==> src/rtl/multicycle_ctrl_fsm.sv <==
// Multicycle CPU control FSM: decodes opcode per state, times out stalled memory handshakes.
// Outputs are combinational from state/inputs; optional retired-instruction counter under PERF_CNT_EN.
module multicycle_ctrl_fsm #(
    parameter int         WAIT_MAX = 15,
    parameter int         CNT_W    = 32,
    parameter logic [5:0] HALT_OP  = 6'b111111
) (
    input  logic             clk,
    input  logic             reset,
    input  logic [5:0]       opcode,
    input  logic             zero,
    input  logic             imem_ready,
    input  logic             dmem_ready,
    output logic             PCWre,
    output logic             IRWre,
    output logic             ALUSrcB,
    output logic             ALUM2Reg,
    output logic             RegWre,
    output logic             WrRegData,
    output logic             DataMemRW,
    output logic [1:0]       ExtSel,
    output logic [1:0]       PCSrc,
    output logic [1:0]       RegOut,
    output logic [2:0]       ALUOp,
    output logic [2:0]       state,
    output logic             halted,
    output logic             bus_err,
    output logic [CNT_W-1:0] instret
);

    typedef enum logic [2:0] {
        S_IF     = 3'b000,
        S_ID     = 3'b001,
        S_EXE_LS = 3'b010,
        S_MEM    = 3'b011,
        S_WB_LD  = 3'b100,
        S_EXE_BR = 3'b101,
        S_EXE_AL = 3'b110,
        S_WB_AL  = 3'b111
    } state_t;

    localparam logic [5:0] OP_ADD  = 6'b000000;
    localparam logic [5:0] OP_SUB  = 6'b000001;
    localparam logic [5:0] OP_ADDI = 6'b000010;
    localparam logic [5:0] OP_OR   = 6'b010000;
    localparam logic [5:0] OP_AND  = 6'b010001;
    localparam logic [5:0] OP_ORI  = 6'b010010;
    localparam logic [5:0] OP_SLL  = 6'b011000;
    localparam logic [5:0] OP_SLTI = 6'b100111;
    localparam logic [5:0] OP_SW   = 6'b110000;
    localparam logic [5:0] OP_LW   = 6'b110001;
    localparam logic [5:0] OP_BEQ  = 6'b110100;
    localparam logic [5:0] OP_J    = 6'b111000;
    localparam logic [5:0] OP_JR   = 6'b111001;
    localparam logic [5:0] OP_JAL  = 6'b111010;

    localparam int WCW = (WAIT_MAX < 2) ? 1 : $clog2(WAIT_MAX + 1);

    state_t         state_q, state_d;
    logic [WCW-1:0] wait_q, wait_d;
    logic           halted_q, halted_d;
    logic           bus_err_q, bus_err_d;
    logic           is_rtype, is_itype, timeout;
    logic [2:0]     alu_op;

    always_comb begin
        is_rtype = 1'b0;
        is_itype = 1'b0;
        alu_op   = 3'b000;
        case (opcode)
            OP_ADD:  begin is_rtype = 1'b1; alu_op = 3'b000; end
            OP_SUB:  begin is_rtype = 1'b1; alu_op = 3'b001; end
            OP_OR:   begin is_rtype = 1'b1; alu_op = 3'b011; end
            OP_AND:  begin is_rtype = 1'b1; alu_op = 3'b100; end
            OP_SLL:  begin is_rtype = 1'b1; alu_op = 3'b010; end
            OP_ADDI: begin is_itype = 1'b1; alu_op = 3'b000; end
            OP_ORI:  begin is_itype = 1'b1; alu_op = 3'b011; end
            OP_SLTI: begin is_itype = 1'b1; alu_op = 3'b110; end
            default: ;
        endcase
    end

    // Counter holds the number of stalled cycles already seen; this cycle is the WAIT_MAX-th.
    assign timeout = (wait_q == WCW'(WAIT_MAX - 1));

    always_comb begin
        PCWre     = 1'b0;
        IRWre     = 1'b0;
        ALUSrcB   = 1'b0;
        ALUM2Reg  = 1'b0;
        RegWre    = 1'b0;
        WrRegData = 1'b0;
        DataMemRW = 1'b0;
        ExtSel    = 2'b00;
        PCSrc     = 2'b00;
        RegOut    = 2'b00;
        ALUOp     = 3'b000;
        state_d   = state_q;
        wait_d    = '0;
        halted_d  = halted_q;
        bus_err_d = bus_err_q;
        case (state_q)
            S_IF: begin
                if (halted_q) begin
                    state_d = S_IF;
                end else if (imem_ready) begin
                    IRWre   = 1'b1;
                    state_d = S_ID;
                end else if (timeout) begin
                    halted_d  = 1'b1;
                    bus_err_d = 1'b1;
                end else begin
                    wait_d = wait_q + 1'b1;
                end
            end
            S_ID: begin
                state_d = S_IF;
                if (opcode == HALT_OP) begin
                    halted_d = 1'b1;
                end else if (is_rtype || is_itype) begin
                    state_d = S_EXE_AL;
                end else begin
                    case (opcode)
                        OP_BEQ:       state_d = S_EXE_BR;
                        OP_LW, OP_SW: state_d = S_EXE_LS;
                        OP_J:  begin PCWre = 1'b1; PCSrc = 2'b11; end
                        OP_JR: begin PCWre = 1'b1; PCSrc = 2'b10; end
                        OP_JAL: begin
                            PCWre  = 1'b1;
                            PCSrc  = 2'b11;
                            RegWre = 1'b1;
                        end
                        default: PCWre = 1'b1;
                    endcase
                end
            end
            S_EXE_AL: begin
                ALUOp   = alu_op;
                ALUSrcB = is_itype;
                ExtSel  = (opcode == OP_ORI) ? 2'b00 :
                          (opcode == OP_SLL) ? 2'b10 : 2'b01;
                state_d = S_WB_AL;
            end
            S_WB_AL: begin
                RegWre    = 1'b1;
                WrRegData = 1'b1;
                RegOut    = is_itype ? 2'b01 : 2'b10;
                PCWre     = 1'b1;
                state_d   = S_IF;
            end
            S_EXE_BR: begin
                ALUOp   = 3'b001;
                PCWre   = 1'b1;
                PCSrc   = zero ? 2'b01 : 2'b00;
                state_d = S_IF;
            end
            S_EXE_LS: begin
                ALUSrcB = 1'b1;
                ExtSel  = 2'b01;
                state_d = S_MEM;
            end
            S_MEM: begin
                DataMemRW = (opcode == OP_SW);
                if (dmem_ready) begin
                    PCWre   = (opcode == OP_SW);
                    state_d = (opcode == OP_SW) ? S_IF : S_WB_LD;
                end else if (timeout) begin
                    halted_d  = 1'b1;
                    bus_err_d = 1'b1;
                    state_d   = S_IF;
                end else begin
                    wait_d = wait_q + 1'b1;
                end
            end
            S_WB_LD: begin
                RegWre    = 1'b1;
                ALUM2Reg  = 1'b1;
                WrRegData = 1'b1;
                RegOut    = 2'b01;
                PCWre     = 1'b1;
                state_d   = S_IF;
            end
            default: state_d = S_IF;
        endcase
        // Reset must silence the strobes at once, not on the next edge.
        if (!reset) begin
            PCWre     = 1'b0;
            IRWre     = 1'b0;
            ALUSrcB   = 1'b0;
            ALUM2Reg  = 1'b0;
            RegWre    = 1'b0;
            WrRegData = 1'b0;
            DataMemRW = 1'b0;
            ExtSel    = 2'b00;
            PCSrc     = 2'b00;
            RegOut    = 2'b00;
            ALUOp     = 3'b000;
        end
    end

    always_ff @(posedge clk or negedge reset) begin
        if (!reset) begin
            state_q   <= S_IF;
            wait_q    <= '0;
            halted_q  <= 1'b0;
            bus_err_q <= 1'b0;
        end else begin
            state_q   <= state_d;
            wait_q    <= wait_d;
            halted_q  <= halted_d;
            bus_err_q <= bus_err_d;
        end
    end

`ifdef PERF_CNT_EN
    logic [CNT_W-1:0] instret_q, instret_d;

    assign instret_d = instret_q + CNT_W'(PCWre);

    always_ff @(posedge clk or negedge reset) begin
        if (!reset) begin
            instret_q <= '0;
        end else begin
            instret_q <= instret_d;
        end
    end

    assign instret = instret_q;
`else
    assign instret = '0;
`endif

    assign state   = state_q;
    assign halted  = halted_q;
    assign bus_err = bus_err_q;

endmodule

==> config.mk <==
export PLATFORM = sky130hd
export DESIGN_NAME = multicycle_ctrl_fsm
export DESIGN_NICKNAME = d
export VERILOG_FILES = /design/src/rtl/multicycle_ctrl_fsm.sv
export SDC_FILE = /design/constraint.sdc
export NUM_CORES = 1
export LEC_CHECK = 0
export BUFFER_PORTS_ARGS = -buffer_cell sky130_fd_sc_hd__buf_2
export CAP_MARGIN = 20
export CELL_PAD_IN_SITES_DETAIL_PLACEMENT = 0
export CELL_PAD_IN_SITES_GLOBAL_PLACEMENT = 1
export CORE_UTILIZATION = 33
export CTS_CLUSTER_SIZE = 12
export DETAILED_ROUTE_END_ITERATION = 6
export GPL_ROUTABILITY_DRIVEN = 0
export GPL_TIMING_DRIVEN = 1
export PLACE_DENSITY = 0.83
export SETUP_SLACK_MARGIN = 0.5
export SYNTH_ARGS = -nofsm -noshare
export SYNTH_HDL_FRONTEND = slang
export SYNTH_SLANG_ARGS = --single-unit
==> constraint.sdc <==
create_clock -name clk -period 4.6 [get_ports clk]
set_input_delay 1.38 -clock clk [delete_from_list [all_inputs] [get_ports clk]]
set_output_delay 1.38 -clock clk [all_outputs]
set_load 0.05 [all_outputs]
# == After elaboration in Yosys (flattened, before gate mapping) ==
# Cells that the tools add are included.
# classes
addsub,1
n_eq_ne,29
mux,67
reduce_logical,16
# op_table
operator,n
$eq A6 B6 Y1 const B,8
$mux W1,33
$eq A6 B5 Y1 const B,4
$mux W3,8
$pmux W3 S6,1
$mux W2,8
$mux W4,4
$pmux W2 S2,4
$pmux W3 S5,1
$eq A3 B3 Y1 const B,4
$pmux W3 S2,2
$ne A2 B2 Y1 const B,5
$reduce_or A3 Y1,3
$pmux W4 S2,1
$reduce_and A4 Y1,2
$reduce_or A2 Y1,4
$eq A3 B2 Y1 const B,2
$eq A6 B1 Y1 const B,1
$eq A6 B2 Y1 const B,1
$logic_not A6 Y1,1
$ne A3 B3 Y1 const B,2
$pmux W1 S2,3
$pmux W1 S3,2
$reduce_or A5 Y1,1
8 further kinds,8
# totals
reg_bits,9
inputBits,11
output_inout_bits,53
elab_cells,117

# == Depth between registers and ports, before layout ==
# Gate-level depths: netlist of the first run.
# logic_depth
depth_word,8
mapped_depth,6
mapped_depth_nobuf,6

# == Worst setup path before layout of the first run ==
# Ideal clock, no wire load.
# synth_timing
path_type,input to output
startpoint,in opcode[0]
endpoint,out DataMemRW
t_arrival_ns,3.352
required_time_ns,3.220
setup_slack_ns,-0.132
path_stages,4
n_path_buf,1
path_cell_list,buf_2 nor3_1 nand2_1 nor4_1
# synth_via
elab_chain_len,3
# synth_rtl
element,line_no,text
"start, declared",10,"input logic [5:0] opcode,"
$eq A6 B6 Y1,163,DataMemRW = (opcode == OP_SW);
$mux W1,102,case (state_q)
$mux W1,186,if (!reset) begin
"end, declared",20,"output logic DataMemRW,"
# No other way between the ends.

# == Worst setup path in the final report of the first run ==
# layout_timing
startpoint,in opcode[4]
endpoint,out ALUOp[1]
# layout_via
elab_chain_len,5
word_cells_on_any_way,10
classes_between,eq/ne (6); mux (3); reduce/logical (1)
# layout_rtl
element,line_no,text
$eq A6 B5 Y1,70,case (opcode)
$reduce_or A2 Y1 (no source line),-,
$pmux W3 S5 (*),70,
$pmux W3 S2 (*),102,
$mux W3 (*),186,
"end, declared",24,"output logic [2:0] ALUOp,"
# Every way passes the cells marked *; elsewhere a longest branch is shown, timed or not.

==> results of run 1 <==
==> cell families (layout without fill, tap and decap cells) <==
logic type               count (synthesis)  after routing  share of synthesized area
AND/OR/NAND/NOR                         63             63                     0.2917
buffers and inverters                   49             46                     0.2644
AO/OA/AOI/OAI                           36             36                     0.2088
flip-flops                               9              9                     0.1889
XOR/XNOR                                 3              3                    0.02204
adder cells (fa/ha/maj)                  2              2                    0.02098
other                                    1             32                   0.003145
==> cells in the final DEF, fill, tap and decap left out, types with 3 or more instances in the layout <==
| master | netlist | final |
|---|---|---|
| a211oi_2 | 0 | 3 |
| a21oi_1 | 8 | 4 |
| a21oi_2 | 1 | 5 |
| a31oi_1 | 4 | 4 |
| buf_2 | 6 | 23 |
| buf_4 | 33 | 6 |
| clkbuf_4 | 0 | 7 |
| conb_1 | 1 | 32 |
| dfrtp_1 | 9 | 9 |
| inv_1 | 8 | 7 |
| nand2_1 | 9 | 9 |
| nand3_1 | 7 | 7 |
| nor2_1 | 15 | 13 |
| nor2b_1 | 5 | 5 |
| nor3_1 | 9 | 5 |
| nor3_2 | 1 | 5 |
| o21ai_0 | 4 | 4 |
==> layer usage <==
metal	vias up	wire length, um	share of wire
met5	-	0	0
met4	0	22	0.0084
met1	512	1252	0.48
met2	48	1203	0.46
met3	2	137	0.052
li1	573	-	-
==> state kept, by name (all words and copies together) (netlist names) <==
name,flops
bus_err,1
wait_q,4
halted,1
state,3
==> power breakdown <==
part           switching, mW  internal, mW  total (mW)
sequential                 0        0.0792      0.0792
clock                 0.0241        0.0332      0.0573
combinational         0.0794        0.0123      0.0917
==> per-stage QoR <==
stage               hold WS, ns  power (mW)  utilization  setup WS (ns)
CTS                      0.4667      0.2287       0.3965         0.4984
global route             0.5008      0.2411       0.4086         0.4702
detailed placement       0.4563      0.1699       0.3865         0.4804
finish                   0.4634      0.2282       0.4086         0.5671
global placement         0.4509      0.1698       0.3865         0.4738
floorplan                0.4521      0.1798            -         0.4428
==> worst max path at each step <==
stage | slack (ns) | end | startpoint | depth (start not counted)
finish | 0.57 | ALUOp[1] | opcode[4] | 5
CTS | 0.50 | ALUOp[1] | opcode[1] | 5
detailed placement | 0.48 | ALUSrcB | opcode[0] | 7
global route | 0.47 | ALUSrcB | opcode[0] | 7
floorplan | 0.44 | DataMemRW | opcode[0] | 4
global placement | 0.47 | RegOut[0] | opcode[0] | 7
==> worst max-delay path, stage by stage <==
cell	delay, ns
buf_2	0.17
or3b_4	0.44
a211o_1	0.29
a21oi_2	0.13
clkbuf_4	0.24
==> area by class of cell <==
cell class,instances,share of cell area
tap,46,0.04155
timing repair buffer,34,0.1454
multi-input combinational,136,0.6098
sequential,9,0.1626
inverter,8,0.02168
clock buffer,4,0.01897
==> timing repair <==
item / CTS / global route
buffers inserted: 0 / 1
pin swaps: 0 / 1
resized for setup: 2 / 15
setup endpoints to repair: 3 / 7
==> flow_metrics.py, run 1 <==
metrics = {
    "worst_setup_path": {
        "rrSetupSlack_ns": 2.99,
        "startpoint_type": "input port",
        "cp.required_ns": 3.22,
        "r2r_cells": 4,
        "crit_type": "in -> out",
        "worstSetupEndpointType": "output port",
        "cp_max_fo": 10,
        "arrival_ns": 2.65,
        "reg2reg_to": "state[2]",
        "r2r-start": "state[0]",
    },
    "synthesis": {
        "synth_seq_area_share": 0.1889,
        "synthTopCellsByArea": "buf_4 21%, dfrtp_1 19%, nor2_1 4.7%",
        "async_reset_ff_frac": 1.000,
        "synth_edf_count": 0,
        "synthCells": 163,
        "ys_ff_latch": 9,
        "yosys_warnings": 0,
        "synth.most_common_cell": "buf_4",
        "yosysTopAreaCell": "buf_4",
        "syn-cell-area_um2": 1192,
        "synthDistinctLibCells": 46,
        "synth_common_cells": "33 x buf_4, 15 x nor2_1, 9 x dfrtp_1, 9 x nand2_1, 9 x nor3_1",
        "synth.avg_cell_area_um2": 7.315,
        "synthFlopType": "dfrtp_1",
        "yosysTopAreaCellShare": 0.2078,
    },
    "global_route": {
        "antenna_found_initial": 0,
        "grt_max_degree": 19,
        "grt_use_total": 0.1413,
        "use_met3": 0.02757,
        "gr-max-usage-layer": "met2",
        "overflow": 0,
        "grt_pass1_vias": 941,
        "grt_first_pass_wirelength_um": 4402,
        "grt_use_met2": 0.2143,
        "use_met1": 0.2043,
    },
    "sta": {
        "worstMarginPinSlew_ns": 0.5608,
        "rsz0062_at_grt": "true",
        "fin_tns_setup_ns": 0,
        "slew_headroom": 0.6261,
        "finClkSkew_ns": 0.004804,
        "fin_crit_ns": 4.033,
        "slew_violations": 0,
        "min_period_over_period": 0.8767,
        "fmax_mhz": 248.0,
        "setup_viol": 0,
        "hold_viol": 0,
    },
    "die": {
        "core_um2": 3390,
        "start_util": 0.3518,
        "fp-row-count": 21,
        "die-width_um": 62.11,
        "boundaryPins": 64,
        "dieArea_um2": 3858,
        "die_h_um": 62.11,
    },
    "place": {
        "io_buffers": 31,
        "dpl.cell_count": 232,
        "dpl_cell_area_um2": 1310,
        "hpwlAfterDp_um": 2070,
    },
    "clocking": {
        "cts_tree": "done",
        "root_buffer": "clkbuf_4",
        "numCtsBuffers": 3,
        "clock_path_buffers": 2,
        "cts.htree.levels": 1,
        "clk_pin_slew_ns": 0.06,
        "clk_latency_ns": 0.25,
        "ctsHoldBuffers": 0,
        "cts.sinks": 9,
    },
    "pwr": {
        "powerDensity_nw_per_um2": 164.7,
        "leakage_nw": 0.6408,
        "peakVddDrop_uv": 60.82,
    },
    "job": {
        "cap_viol_max_count": 0,
    },
    "worst_hold_path": {
        "worstHoldStart": "bus_err",
        "hold_depth": 1,
        "min_path_type": "reg -> reg",
        "worstHoldEndpoint": "bus_err",
    },
    "final_layout": {
        "seq_area_um2": 225.2,
        "antenna_cells": 0,
        "final_cells": 237,
        "drive_gt1_frac": 0.3141,
        "multi_input_area_um2": 844.6,
        "area_delta_synth_final_pct": 16.16,
        "final_area_um2": 1385,
        "fillers": 388,
        "fin_nets": 205,
    },
    "drt": {
        "avgViaCountPerCell": 4.789,
        "vias": 1135,
        "drc": 0,
        "route.final.wire_length_um": 2615,
        "post_drt_wl_per_cell_um": 11.03,
        "drtIter0Drc": 113,
        "antenna_left": 0,
        "first_pass_iters": 4,
    },
    "outcome": {
        "outcome": "finished clean",
    },
}
(Power assumes the default switching activity.)
==> run 2, diff against run 1 <==
Settings changed: ABC_AREA set to 1, CORE_MARGIN set to 5, CORE_UTILIZATION 33 to 31, PLACE_DENSITY 0.83 to 0.81.
==> run 2 against run 1 <==
Compared with the run above:
- worst hold slack improved by 0.013 ns
- setup slack improved by 0.045 ns
- combinational power rose by 140%
- count of clock-buffer cells in the layout did not move
- global-route usage fell by 4.8 points
- wire length fell by 4.6%
- synthesized cell count rose by 5.5%
- register-to-register slack improved by 0.31 ns
- core utilization fell by 5.2 points
- total power rose by 79%
- maximum frequency rose by 1.1%
- via count fell by 8.5%
- critical path type unchanged
- critical endpoint is now PCWre
- largest cell class unchanged
==> flow_metrics.py, run 2 <==
metrics = {
    "pwr": {
        "leakage_nw": 0.7273,
        "powerDensity_nw_per_um2": 318.1,
        "peakVddDrop_uv": 107.8,
    },
    "job": {
        "cap_viol_max_count": 0,
    },
    "sta": {
        "rsz0062_at_grt": "false",
        "hold_viol": 0,
        "whs_ns": 0.4765,
        "finClkSkew_ns": 0.001521,
        "fin_crit_ns": 3.988,
        "slew_violations": 0,
        "min_period_over_period": 0.8669,
        "setup_viol": 0,
        "fin_tns_setup_ns": 0,
        "fmax_mhz": 250.8,
    },
    "worst_setup_path": {
        "r2r_cells": 5,
        "r2r-start": "state[0]",
        "rrSetupSlack_ns": 3.30,
        "startpoint_type": "input port",
        "cp.required_ns": 3.22,
        "crit_type": "in -> out",
        "arrival_ns": 2.61,
        "crit_end": "PCWre",
        "reg2reg_to": "wait_q[3]",
        "worstSetupEndpointType": "output port",
        "cp_max_fo": 4,
        "startpoint": "opcode[2]",
    },
    "synthesis": {
        "synthTopCellsByArea": "buf_4 21%, dfrtp_1 20%, nand2_1 9.2%",
        "synth_seq_area_share": 0.1974,
        "ys_ff_latch": 9,
        "syn-cell-area_um2": 1141,
        "yosys_warnings": 0,
        "synthFlopType": "dfrtp_1",
        "synth_edf_count": 0,
        "yosysTopAreaCell": "buf_4",
        "synthCells": 172,
        "yosysTopAreaCellShare": 0.2105,
        "synth.avg_cell_area_um2": 6.634,
        "async_reset_ff_frac": 1.000,
        "synthDistinctLibCells": 32,
        "synth_common_cells": "32 x buf_4, 28 x nand2_1, 22 x nor2_1, 19 x inv_1, 11 x nand3_1",
        "synth.most_common_cell": "buf_4",
    },
    "final_layout": {
        "fillers": 407,
        "top_register": "wait_q",
        "area_delta_synth_final_pct": 12.61,
        "drive_gt1_frac": 0.3024,
        "final_cell_mix": "32 x conb_1, 31 x buf_2, 28 x nand2_1",
        "largest_register_ffs": 4,
        "utilization": 0.3564,
        "antenna_cells": 0,
        "final_cells": 253,
        "seq_area_um2": 225.2,
        "fin_nets": 219,
        "multi_input_area_um2": 709.4,
        "final_common_cell": "conb_1",
    },
    "clocking": {
        "numCtsBuffers": 3,
        "cts.sinks": 9,
        "clk_latency_ns": 0.23,
        "clk_pin_slew_ns": 0.04,
        "post_cts_buffers": 0,
        "cts.htree.levels": 1,
        "root_buffer": "clkbuf_8",
        "cts_resized": 0,
        "cts_tree": "done",
        "ctsHoldBuffers": 0,
        "clock_path_buffers": 2,
    },
    "die": {
        "dieArea_um2": 4994,
        "die-width_um": 70.67,
        "core_um2": 3606,
        "die_h_um": 70.67,
        "fp-row-count": 22,
        "start_util": 0.3164,
        "boundaryPins": 64,
    },
    "drt": {
        "vias": 1039,
        "first_pass_iters": 4,
        "drtIter0Drc": 33,
        "antenna_left": 0,
        "route.final.wire_length_um": 2495,
        "post_drt_wl_per_cell_um": 9.862,
        "avgViaCountPerCell": 4.107,
        "drc": 0,
    },
    "global_route": {
        "gr-max-usage-layer": "met2",
        "grt_use_met2": 0.1476,
        "use_met3": 0.01420,
        "grt_use_total": 0.09336,
        "grt_first_pass_wirelength_um": 3912,
        "overflow": 0,
        "antenna_found_initial": 0,
        "grt_pass1_vias": 925,
        "use_met1": 0.1248,
        "grt_max_degree": 13,
    },
    "place": {
        "hpwlAfterDp_um": 2168,
        "dpl.cell_count": 249,
        "io_buffers": 31,
    },
    "outcome": {
        "outcome": "finished clean",
    },
    "worst_hold_path": {
        "min_path_type": "reg -> reg",
    },
}
## run 2: cell type report
type,instances,area share
Tap cell,48,0.04674
Timing Repair Buffer,31,0.1207
Multi-Input combinational cell,137,0.5521
Sequential cell,9,0.1753
Clock buffer,4,0.03505
Inverter,24,0.07011
## run 2: through the flow
stage               setup slack [ns]  area, um2  total power [mW]
floorplan                     0.4472       1269            0.3041
detailed placement            0.6233       1240            0.3204
global route                  0.5014       1285            0.4329
CTS                           0.6221       1285            0.4111
finish                        0.6125       1285            0.4088
global placement              0.6368       1240            0.3218
## run 2: where the power goes
group | leakage, nW | internal, mW | total [mW] | switching (mW)
Clock | 0.0228 | 0.0602 | 0.0895 | 0.0293
Sequential | 0.119 | 0.0865 | 0.101 | 0.0148
Combinational | 0.586 | 0.0411 | 0.218 | 0.177
Total | 0.727 | 0.188 | 0.409 | 0.221
## run 2: critical path, stage by stage
cell	delay, ns
buf_2	0.12
nor2_2	0.19
nand2_2	0.08
nor2_2	0.14
nand2_1	0.12
nor2_1	0.10
nor2_1	0.05
a21oi_2	0.14
buf_2	0.28
## run 2: how the worst min path moves through the flow
stage | from | endpoint | cells after the start
floorplan | wait_q[0] | wait_q[0] | 1
detailed placement | bus_err | bus_err | 1
global route | bus_err | bus_err | 1
finish | bus_err | bus_err | 1
CTS | bus_err | bus_err | 1
global placement | wait_q[0] | wait_q[0] | 1
## run 2: logic make-up (layout without fill, tap and decap cells)
kind of cell | after synthesis | after routing | share of synthesized area
buffers and inverters | 57 | 59 | 0.2928
other | 1 | 32 | 0.003286
AOI/OAI and AO/OA | 15 | 15 | 0.08662
DFF | 9 | 9 | 0.1974
and+or+nand+nor | 86 | 86 | 0.3827
adders and majority gates | 2 | 2 | 0.02193
xor gates and xnor gates | 2 | 2 | 0.01535
## run 2: per-layer routing
layer  up-vias  part of all wire
met5         -                 0
met4         0            0.0072
met3         2             0.094
met2        39              0.45
met1       458              0.45
li1        540                 -
